**src/rtl/wb_gpio_timer_pkg.sv**
```systemverilog
// Shared constants for the Wishbone GPIO + timer block: pad width,
// register offsets, CTRL bit positions and the byte-lane mask helper.
package wb_gpio_timer_pkg;

  localparam int IO_W   = 38;
  localparam int HI_W   = IO_W - 32;
  localparam int CTRL_W = 3;

  localparam logic [7:0] OFF_OUT_LO = 8'h00;
  localparam logic [7:0] OFF_OUT_HI = 8'h04;
  localparam logic [7:0] OFF_OEB_LO = 8'h08;
  localparam logic [7:0] OFF_OEB_HI = 8'h0C;
  localparam logic [7:0] OFF_IN_LO  = 8'h10;
  localparam logic [7:0] OFF_IN_HI  = 8'h14;
  localparam logic [7:0] OFF_CTRL   = 8'h18;
  localparam logic [7:0] OFF_LOAD   = 8'h1C;
  localparam logic [7:0] OFF_VAL    = 8'h20;
  localparam logic [7:0] OFF_STAT   = 8'h24;

  localparam int CTRL_EN     = 0;
  localparam int CTRL_RELOAD = 1;
  localparam int CTRL_IRQ_EN = 2;

  // Expand the four byte selects into a 32-bit bit mask.
  function automatic logic [31:0] sel_mask(input logic [3:0] sel);
    logic [31:0] m;
    m = 32'd0;
    for (int b = 0; b < 4; b++) begin
      m[8*b +: 8] = {8{sel[b]}};
    end
    return m;
  endfunction

endpackage

```
**src/rtl/wb_gpio_timer_cnt.sv**
```systemverilog
// Down-counting timer: LOAD/VAL/CTRL/EXPIRED state, one-shot or periodic
// reload, and the registered interrupt output.
module wb_gpio_timer_cnt
  import wb_gpio_timer_pkg::*;
(
  input  logic              clk_i,
  input  logic              rst_i,
  input  logic              ctrl_wr_i,
  input  logic [CTRL_W-1:0] ctrl_wdata_i,
  input  logic              load_wr_i,
  input  logic [31:0]       load_wdata_i,
  input  logic              stat_w1c_i,
  output logic [CTRL_W-1:0] ctrl_o,
  output logic [31:0]       load_o,
  output logic [31:0]       val_o,
  output logic              expired_o,
  output logic              irq_o
);

  logic [CTRL_W-1:0] ctrl_q, ctrl_d;
  logic [31:0]       load_q, load_d;
  logic [31:0]       val_q, val_d;
  logic              expired_q, expired_d;
  logic              irq_q, irq_d;
  logic              expire_s;

  // Next-state for the timer: bus writes, countdown, expiry and reload.
  always_comb begin
    ctrl_d    = ctrl_q;
    load_d    = load_q;
    val_d     = val_q;
    expired_d = expired_q;
    expire_s  = ctrl_q[CTRL_EN] & (val_q == 32'd0);

    if (load_wr_i) begin
      load_d = load_wdata_i;
    end else begin
      load_d = load_q;
    end

    // A LOAD write always restarts VAL, even mid-count or at expiry.
    if (load_wr_i) begin
      val_d = load_wdata_i;
    end else if (ctrl_q[CTRL_EN]) begin
      if (val_q != 32'd0) begin
        val_d = val_q - 32'd1;
      end else if (ctrl_q[CTRL_RELOAD]) begin
        val_d = load_q;
      end else begin
        val_d = 32'd0;
      end
    end else begin
      val_d = val_q;
    end

    // A bus CTRL write overrides the one-shot hardware EN clear.
    if (ctrl_wr_i) begin
      ctrl_d = ctrl_wdata_i;
    end else if (expire_s & ~ctrl_q[CTRL_RELOAD]) begin
      ctrl_d          = ctrl_q;
      ctrl_d[CTRL_EN] = 1'b0;
    end else begin
      ctrl_d = ctrl_q;
    end

    // Expiry wins over a simultaneous write-1-to-clear.
    if (expire_s) begin
      expired_d = 1'b1;
    end else if (stat_w1c_i) begin
      expired_d = 1'b0;
    end else begin
      expired_d = expired_q;
    end

    irq_d = expired_d & ctrl_d[CTRL_IRQ_EN];
  end

  // Timer state registers.
  always_ff @(posedge clk_i or posedge rst_i) begin
    if (rst_i) begin
      ctrl_q    <= {CTRL_W{1'b0}};
      load_q    <= 32'd0;
      val_q     <= 32'd0;
      expired_q <= 1'b0;
      irq_q     <= 1'b0;
    end else begin
      ctrl_q    <= ctrl_d;
      load_q    <= load_d;
      val_q     <= val_d;
      expired_q <= expired_d;
      irq_q     <= irq_d;
    end
  end

  assign ctrl_o    = ctrl_q;
  assign load_o    = load_q;
  assign val_o     = val_q;
  assign expired_o = expired_q;
  assign irq_o     = irq_q;

endmodule

```
**src/rtl/wb_gpio_timer.sv**
```systemverilog
// Wishbone slave exposing 38 GPIO pads (out/oeb/in) and a down-counting
// timer with interrupt. Single-cycle registered ack, 256-byte window.
module wb_gpio_timer
  import wb_gpio_timer_pkg::*;
#(
  parameter logic [31:0] BASE_ADR = 32'h3000_0000
) (
  input  logic            wb_clk_i,
  input  logic            wb_rst_i,
  input  logic            wbs_cyc_i,
  input  logic            wbs_stb_i,
  input  logic            wbs_we_i,
  input  logic [3:0]      wbs_sel_i,
  input  logic [31:0]     wbs_adr_i,
  input  logic [31:0]     wbs_dat_i,
  output logic            wbs_ack_o,
  output logic [31:0]     wbs_dat_o,
  input  logic [IO_W-1:0] io_in,
  output logic [IO_W-1:0] io_out,
  output logic [IO_W-1:0] io_oeb,
  output logic            irq_o
);

  logic            ack_q, ack_d;
  logic [31:0]     dat_q, dat_d;
  logic [31:0]     out_lo_q, out_lo_d, oeb_lo_q, oeb_lo_d;
  logic [HI_W-1:0] out_hi_q, out_hi_d, oeb_hi_q, oeb_hi_d;
  logic [IO_W-1:0] sync1_q, sync2_q;

  logic            hit_s, acc_s, wr_s;
  logic [7:0]      off_s;
  logic [31:0]     mask_s, rdata_s;

  logic [CTRL_W-1:0] ctrl_s, ctrl_wdata_s;
  logic [31:0]       load_s, load_wdata_s, val_s;
  logic              expired_s, ctrl_wr_s, load_wr_s, stat_w1c_s;

  // A hit is only accepted while no ack is outstanding, so a held strobe
  // is acknowledged every second cycle.
  assign hit_s  = wbs_cyc_i & wbs_stb_i & (wbs_adr_i[31:8] == BASE_ADR[31:8]);
  assign acc_s  = hit_s & ~ack_q;
  assign wr_s   = acc_s & wbs_we_i;
  assign off_s  = wbs_adr_i[7:0];
  assign mask_s = sel_mask(wbs_sel_i);

  assign ctrl_wr_s    = wr_s & (off_s == OFF_CTRL);
  assign ctrl_wdata_s = (ctrl_s & ~mask_s[CTRL_W-1:0]) | (wbs_dat_i[CTRL_W-1:0] & mask_s[CTRL_W-1:0]);
  assign load_wr_s    = wr_s & (off_s == OFF_LOAD);
  assign load_wdata_s = (load_s & ~mask_s) | (wbs_dat_i & mask_s);
  assign stat_w1c_s   = wr_s & (off_s == OFF_STAT) & wbs_sel_i[0] & wbs_dat_i[0];

  wb_gpio_timer_cnt u_cnt (
    .clk_i        (wb_clk_i),
    .rst_i        (wb_rst_i),
    .ctrl_wr_i    (ctrl_wr_s),
    .ctrl_wdata_i (ctrl_wdata_s),
    .load_wr_i    (load_wr_s),
    .load_wdata_i (load_wdata_s),
    .stat_w1c_i   (stat_w1c_s),
    .ctrl_o       (ctrl_s),
    .load_o       (load_s),
    .val_o        (val_s),
    .expired_o    (expired_s),
    .irq_o        (irq_o)
  );

  // Read mux; unmapped offsets and bits above a register's width read 0.
  always_comb begin
    rdata_s = 32'd0;
    case (off_s)
      OFF_OUT_LO: rdata_s = out_lo_q;
      OFF_OUT_HI: rdata_s = {{(32-HI_W){1'b0}}, out_hi_q};
      OFF_OEB_LO: rdata_s = oeb_lo_q;
      OFF_OEB_HI: rdata_s = {{(32-HI_W){1'b0}}, oeb_hi_q};
      OFF_IN_LO:  rdata_s = sync2_q[31:0];
      OFF_IN_HI:  rdata_s = {{(32-HI_W){1'b0}}, sync2_q[IO_W-1:32]};
      OFF_CTRL:   rdata_s = {{(32-CTRL_W){1'b0}}, ctrl_s};
      OFF_LOAD:   rdata_s = load_s;
      OFF_VAL:    rdata_s = val_s;
      OFF_STAT:   rdata_s = {31'd0, expired_s};
      default:    rdata_s = 32'd0;
    endcase
  end

  // Next-state for the bus response and the GPIO output/enable registers.
  always_comb begin
    ack_d    = acc_s;
    out_lo_d = out_lo_q;
    out_hi_d = out_hi_q;
    oeb_lo_d = oeb_lo_q;
    oeb_hi_d = oeb_hi_q;

    if (acc_s & ~wbs_we_i) begin
      dat_d = rdata_s;
    end else begin
      dat_d = 32'd0;
    end

    if (wr_s) begin
      case (off_s)
        OFF_OUT_LO: out_lo_d = (out_lo_q & ~mask_s) | (wbs_dat_i & mask_s);
        OFF_OUT_HI: out_hi_d = (out_hi_q & ~mask_s[HI_W-1:0]) | (wbs_dat_i[HI_W-1:0] & mask_s[HI_W-1:0]);
        OFF_OEB_LO: oeb_lo_d = (oeb_lo_q & ~mask_s) | (wbs_dat_i & mask_s);
        OFF_OEB_HI: oeb_hi_d = (oeb_hi_q & ~mask_s[HI_W-1:0]) | (wbs_dat_i[HI_W-1:0] & mask_s[HI_W-1:0]);
        default: begin
          out_lo_d = out_lo_q;
          out_hi_d = out_hi_q;
          oeb_lo_d = oeb_lo_q;
          oeb_hi_d = oeb_hi_q;
        end
      endcase
    end else begin
      out_lo_d = out_lo_q;
      out_hi_d = out_hi_q;
      oeb_lo_d = oeb_lo_q;
      oeb_hi_d = oeb_hi_q;
    end
  end

  // Bus response, GPIO registers and the two-flop pad input synchronizer.
  always_ff @(posedge wb_clk_i or posedge wb_rst_i) begin
    if (wb_rst_i) begin
      ack_q    <= 1'b0;
      dat_q    <= 32'd0;
      out_lo_q <= 32'd0;
      out_hi_q <= {HI_W{1'b0}};
      oeb_lo_q <= 32'hFFFF_FFFF;
      oeb_hi_q <= {HI_W{1'b1}};
      sync1_q  <= {IO_W{1'b0}};
      sync2_q  <= {IO_W{1'b0}};
    end else begin
      ack_q    <= ack_d;
      dat_q    <= dat_d;
      out_lo_q <= out_lo_d;
      out_hi_q <= out_hi_d;
      oeb_lo_q <= oeb_lo_d;
      oeb_hi_q <= oeb_hi_d;
      sync1_q  <= io_in;
      sync2_q  <= sync1_q;
    end
  end

  assign wbs_ack_o = ack_q;
  assign wbs_dat_o = dat_q;
  assign io_out    = {out_hi_q, out_lo_q};
  assign io_oeb    = {oeb_hi_q, oeb_lo_q};

endmodule

```
**config.mk**
```make
export PLATFORM = sky130hd
export DESIGN_NAME = wb_gpio_timer
export DESIGN_NICKNAME = d
export VERILOG_FILES = /design/src/rtl/wb_gpio_timer_pkg.sv /design/src/rtl/wb_gpio_timer_cnt.sv /design/src/rtl/wb_gpio_timer.sv
export SDC_FILE = /design/constraint.sdc
export NUM_CORES = 1
export LEC_CHECK = 0
export ABC_AREA = 1
export BUFFER_PORTS_ARGS = -buffer_cell sky130_fd_sc_hd__buf_2
export CORE_ASPECT_RATIO = 1.4
export CORE_UTILIZATION = 59
export CTS_CLUSTER_DIAMETER = 80
export DETAILED_ROUTE_END_ITERATION = 12
export MAX_ROUTING_LAYER = met4
export PLACE_DENSITY = 0.86
export SLEW_MARGIN = 20
export SYNTH_ARGS = -nofsm -noshare
export SYNTH_HDL_FRONTEND = slang
export SYNTH_SLANG_ARGS = --single-unit
```
**constraint.sdc**
```tcl
create_clock -name wb_clk_i -period 12.6 [get_ports wb_clk_i]
set_input_delay 0 -clock wb_clk_i [delete_from_list [all_inputs] [get_ports wb_clk_i]]
set_output_delay 0 -clock wb_clk_i [all_outputs]
set_load 0.01 [all_outputs]
```
# Yosys cells after proc, flatten, opt, wreduce, memory -nomap -nowiden
# Index checks and enable logic that the tools add are counted.
# word_totals
reg_bits	254
latchBits	0
ramBits	0
mem_bits_ro	0
in_bits	111
out_inout_bits	110
elab_cells	79
memories	0
# classes
addsub	1
multipliers	0
div	0
order_cmp	0
eq_ne	10
shifts	0
muxes	10
bitwise	34
reduce_logical	9
# ops
cell	n
one-hot mux 32 bit (10 select lines)	1
two-way mux 32 bit	5
AND 32 bit	4
OR 32 bit	3
equality test 8 x 5 -> 1 bit (second input constant)	4
zero test 32 bit	1
inverter 32 bit	1
nonzero test 32 bit	1
subtractor 32 x 1 -> 32 bit (second input constant)	1
equality test 24 x 22 -> 1 bit (second input constant)	1
AND 6 bit	3
equality test 8 x 4 -> 1 bit (second input constant)	2
equality test 8 x 6 -> 1 bit (second input constant)	2
AND 1 bit	13
OR 6 bit	2
equality test 8 x 3 -> 1 bit (second input constant)	1
zero test 8 bit	1
AND reduction 2 bit	4
AND 3 bit	2
inverter 6 bit	1
nonzero test 2 bit	2
two-way mux 1 bit	3
two-way mux 3 bit	1
inverter 1 bit	3
2 further kinds	2

# Logic depth before layout (Yosys ltp)
# depth
depth_word	10
ltp_mapped	13
depth_no_buf	12

# Cells and area by module
# From an unflattened synthesis, not the netlist that was laid out.
# unflattened
hier_cells	1667
area_unflattened_um2	12715.9
# by_module_without_submodules
module	n_inst	cells_each	area_per_inst_um2	seq_area_each_um2
wb_gpio_timer	1	1058	8504.4	4677.0
wb_gpio_timer_cnt	1	609	4211.5	1726.7

# Least setup slack after synthesis
# Ideal clock, no wire load.
# synth_timing
kind	register to register
start	register ack_q (netlist: wbs_ack_o)
end	register u_cnt.val_q[19] (netlist: u_cnt.val_o[19])
setup_time_ns	0.118
arrival_time_ns	1.554
required_ns	12.482
path_slack_ns	10.928
stages_incl_launch_ff	13
n_path_buf	2
synth_period_minus_slack_ns	1.672
cell_sequence	dfrtp_1 > inv_1 > nand2_1 > nor2_1 > nand3_2 > nor2_4 > nand3_4 > nand2_2 > buf_6 > buf_6 > nand2_1 > a21oi_1 > nor2_1
# synth_between
elab_chain_cells	5
elab_cells_between_ends	6
cone_classes	1 x mux; 4 x bitwise; 1 x reduce/logical
# synth_lines
element	line	text
start: declaration	wb_gpio_timer.sv:24	logic ack_q, ack_d;
start signal: assignment	wb_gpio_timer.sv:132	ack_q <= ack_d;
inverter 1 bit (*)	wb_gpio_timer.sv:41	assign acc_s = hit_s & ~ack_q;
AND 1 bit (*)	wb_gpio_timer.sv:41	
net acc_s	wb_gpio_timer.sv:30	logic hit_s, acc_s, wr_s;
AND 1 bit (*)	wb_gpio_timer.sv:42	assign wr_s = acc_s & wbs_we_i;
AND 1 bit (*)	wb_gpio_timer.sv:48	assign load_wr_s = wr_s & (off_s == OFF_LOAD);
two-way mux 32 bit or nonzero test 2 bit (tied branches)	--	
end signal: assignment	wb_gpio_timer_cnt.sv:89	val_q <= val_d;
end: declaration	wb_gpio_timer_cnt.sv:22	logic [31:0] val_q, val_d;
# The timed path passes the listed nets; every way through them passes the cells marked *.
# A chain may end at the register's enable or synchronous reset.

# Worst setup path after layout
# layout_timing
start	input port wbs_adr_i[12]
end	register u_cnt.val_q[1] (netlist: u_cnt.val_o[1])
# layout_between
elab_chain_cells	6
elab_cells_between_ends	7
cone_classes	1 x eq/ne; 1 x mux; 4 x bitwise; 1 x reduce/logical
# layout_lines
element	line	text
start: declaration	wb_gpio_timer.sv:14	input logic [31:0] wbs_adr_i,
equality test 24 x 22 -> 1 bit (*)	wb_gpio_timer.sv:40	assign hit_s = wbs_cyc_i & wbs_stb_i & (wbs_adr_i[31:8] == BASE_ADR[31:8]);
AND 1 bit (*)	wb_gpio_timer.sv:40	
AND 1 bit (*)	wb_gpio_timer.sv:41	
net acc_s	wb_gpio_timer.sv:30	
AND 1 bit (*)	wb_gpio_timer.sv:42	
AND 1 bit (*)	wb_gpio_timer.sv:48	
two-way mux 32 bit or nonzero test 2 bit (tied branches)	--	
# Marks and branches as above.

==> flow_summary.json <==
{
  "setup_tns_ns": 0,
  "io_pins": 221,
  "vias": 11819,
  "cts_tree": "yes",
  "cts_buffers": 25,
  "vias_per_cell": 5.78,
  "rsz0062_at_grt": "no",
  "grt_usage_pct": 40.8,
  "synth_area_um2": 11900,
  "ir_drop_uv": 177,
  "period_minus_slack_ns": 4.44,
  "routedWlPerCell_um": 19.7,
  "clk_latency_ns": 0.52,
  "synth-edff-count": 0,
  "synth.distinct_cells": 36,
  "pwr-share-seq_pct": 47.4,
  "fin_crit_sh_pct": 35.2,
  "fmax_mhz": 225,
  "finalHoldViolCount": 0,
  "cts-resized-gates": 0,
  "drtAntennaViolNets": 0,
  "layout_commonest_cell": "nand2_1",
  "dieArea_um2": 20700,
  "clock_skew_ns": 0.0102,
  "hold_path_class": "in -> reg",
  "antenna_found_initial": 1,
  "drtIter0Drc": 1427,
  "yosys_warnings": 0,
  "h-tree-depth": 1,
  "maxCapViolCount": 0,
  "dieHeight_um": 170,
  "hp-start": "wbs_sel_i[1]",
  "crit_arrival_ns": 4.83,
  "synth_top_area_share_pct": 45.4,
  "pwr-share-clk_pct": 44.6,
  "layout_common_cells": "456 x nand2_1, 220 x buf_2, 216 x dfrtp_1",
  "dp.cells": 1917,
  "slew_viol_final": 0,
  "drc": 0,
  "rr_endpoint": "u_cnt.val_o[1]",
  "place_congestion": 1.01,
  "final_cells": 2046,
  "reg2reg_slack_ns": 9.45,
  "grt_pass1_wl_um": 62000,
  "start_util_pct": 60.0,
  "worstHoldEndpoint": "u_cnt.val_o[13]",
  "path_clk_slew_ns": 0.06,
  "ys_seq_area_share_pct": 53.8,
  "area.growth.synth_to_final_pct": 24.1,
  "clockBufferDepth": 3,
  "setup_violations": 0,
  "synth_nets": 1608,
  "dieWidth_um": 122,
  "rows": 61,
  "synth_top_area_cell": "dfrtp_1",
  "finalNetCount": 1887,
  "worstPathRequired_ns": 13.00,
  "intPower_mw": 1.36,
  "leakage_nw": 7.66,
  "syn_area_per_cell_um2": 7.96,
  "p_per_area_nw_per_um2": 120,
  "grt_max_degree": 102,
  "power_mw": 1.77,
  "synthTopCellsByArea": "dfrtp_1 45%, nand2_1 14%, dfstp_2 8.4%, o21ai_0 6.1%, inv_1 5.6%",
  "clock-sinks": 254,
  "reg2reg_depth": 11,
  "routed_wl_um": 40400,
  "synth_ff_type": "dfrtp_1",
  "max-slew-margin-rel_pct": 19.4,
  "tightest_slew_ns": 1.20,
  "core_um2": 19800,
  "crit_fanout": 47,
  "drive_gt1_share_pct": 18.6,
  "overflow": 0,
  "syn-instance-count": 1495,
  "synth_seq_cells": 254,
  "switching_share_pct": 23.6,
  "start_kind": "input pin",
  "dr.pass1.iters": 5,
  "async_flop_share_pct": 100,
  "p_switching_mw": 0.419,
  "status": "complete, no violations",
  "min_path_cells": 5,
  "critPathKind": "in -> reg",
  "port_buffers": 220,
  "grt_pass1_vias": 11782,
  "r2r_start": "wbs_ack_o",
  "pwr-share-comb_pct": 7.9,
  "crit_path_end_kind": "flop",
  "hpwl_um": 27500,
  "root_buffer": "clkbuf_16"
}
-- metal layers --
metal / vias to the layer above / GRT usage [%] / part of all wire [%]
li1: 5308 / - / -
met4: 0 / 19.5 / 5.1
met2: 724 / 64.8 / 49
met3: 174 / 5.86 / 9.2
met5: - / - / 0
met1: 5613 / 51.2 / 37
-- area by class of cell --
class,instances,area [µm²]
Sequential cell,254,6400
Fill cell,1472,5080
Multi-Input combinational cell,1003,4520
Timing Repair Buffer,306,1960
Clock buffer,35,703
Inverter,184,699
Tap cell,252,315
Clock inverter,10,159
Antenna cell,2,5.00
-- power by group through the flow --
| stage | logic, mW | clock network (mW) | registers [mW] |
|---|---|---|---|
| final | 0.141 | 0.792 | 0.841 |
| after CTS | 0.137 | 0.791 | 0.841 |
| after global routing | 0.155 | 0.823 | 0.842 |
| after floorplan | 0.0717 | 0 | 0.852 |
| after global placement | 0.115 | 0 | 0.854 |
| after detailed placement | 0.117 | 0 | 0.855 |
-- worst max-delay path by stage --
stage                  startpoint         endpoint  slack, ns  cells after the start
floorplan                wb_rst_i        async pin       5.68                      1
global placement     wbs_adr_i[7]  u_cnt.val_o[13]      10.10                     12
detailed placement   wbs_adr_i[7]   u_cnt.val_o[1]      10.02                     12
CTS                 wbs_adr_i[12]   u_cnt.val_o[1]       8.22                     16
global route        wbs_adr_i[12]   u_cnt.val_o[1]       7.90                     16
finish              wbs_adr_i[12]   u_cnt.val_o[1]       8.16                     16
-- critical path: stages --
cell	delay (ns)
dlygate4sd3_1	0.53
buf_2	0.13
nor2_1	0.07
dlygate4sd3_1	0.56
nand2_1	0.05
dlygate4sd3_1	0.55
nor2_1	0.08
dlygate4sd3_1	0.56
nand2_2	0.09
dlygate4sd3_1	0.61
nor2_4	0.18
nand3_4	0.15
nand2_2	0.71
inv_1	0.33
nand2_1	0.14
nand3_1	0.08
-- through the flow --
stage	utilization, %	setup WS [ns]	instance area, µm²	hold WS, ns
2_1_floorplan	-	5.68	11900	0.0314
3_3_place_gp	65.9	10.10	13100	0.108
3_5_place_dp	65.9	10.02	13100	0.109
4_1_cts	74.4	8.22	14800	0.0170
5_1_grt	74.4	7.90	14800	0.0699
6_report	74.4	8.16	14800	0.0279
-- cell families after synthesis --
family | after synthesis | synth area share [%]
buf+inv | 238 | 8.20
compound gates | 265 | 12.3
xor+xnor | 8 | 0.589
simple gates | 728 | 24.9
flops | 254 | 53.8
fa+ha+maj | 2 | 0.210
-- synthesized netlist by cell type, types with 3 or more instances --
master	number
inv_2	5
dfstp_2	38
nand3_2	3
nand3_1	66
o22ai_1	40
a211oi_1	24
inv_1	177
buf_4	6
nor2_1	164
nor2_2	9
buf_2	23
nor3_1	9
o21ai_1	29
o211ai_1	3
nor2_4	3
a21oi_1	21
clkbuf_1	20
nand4_1	8
buf_6	4
o21ai_0	144
nand2_1	457
nand2_2	4
dfrtp_1	216
xor2_1	8
-- timing repair --
| action | 4_1_cts | 5_1_grt |
|---|---|---|
| hold endpoints to repair | 258 | 0 |
| setup endpoints to repair | 0 | 0 |
| buffers inserted | 0 | 0 |
| hold buffers | 82 | 0 |
No activity file was read; power rests on OpenSTA's default activity.
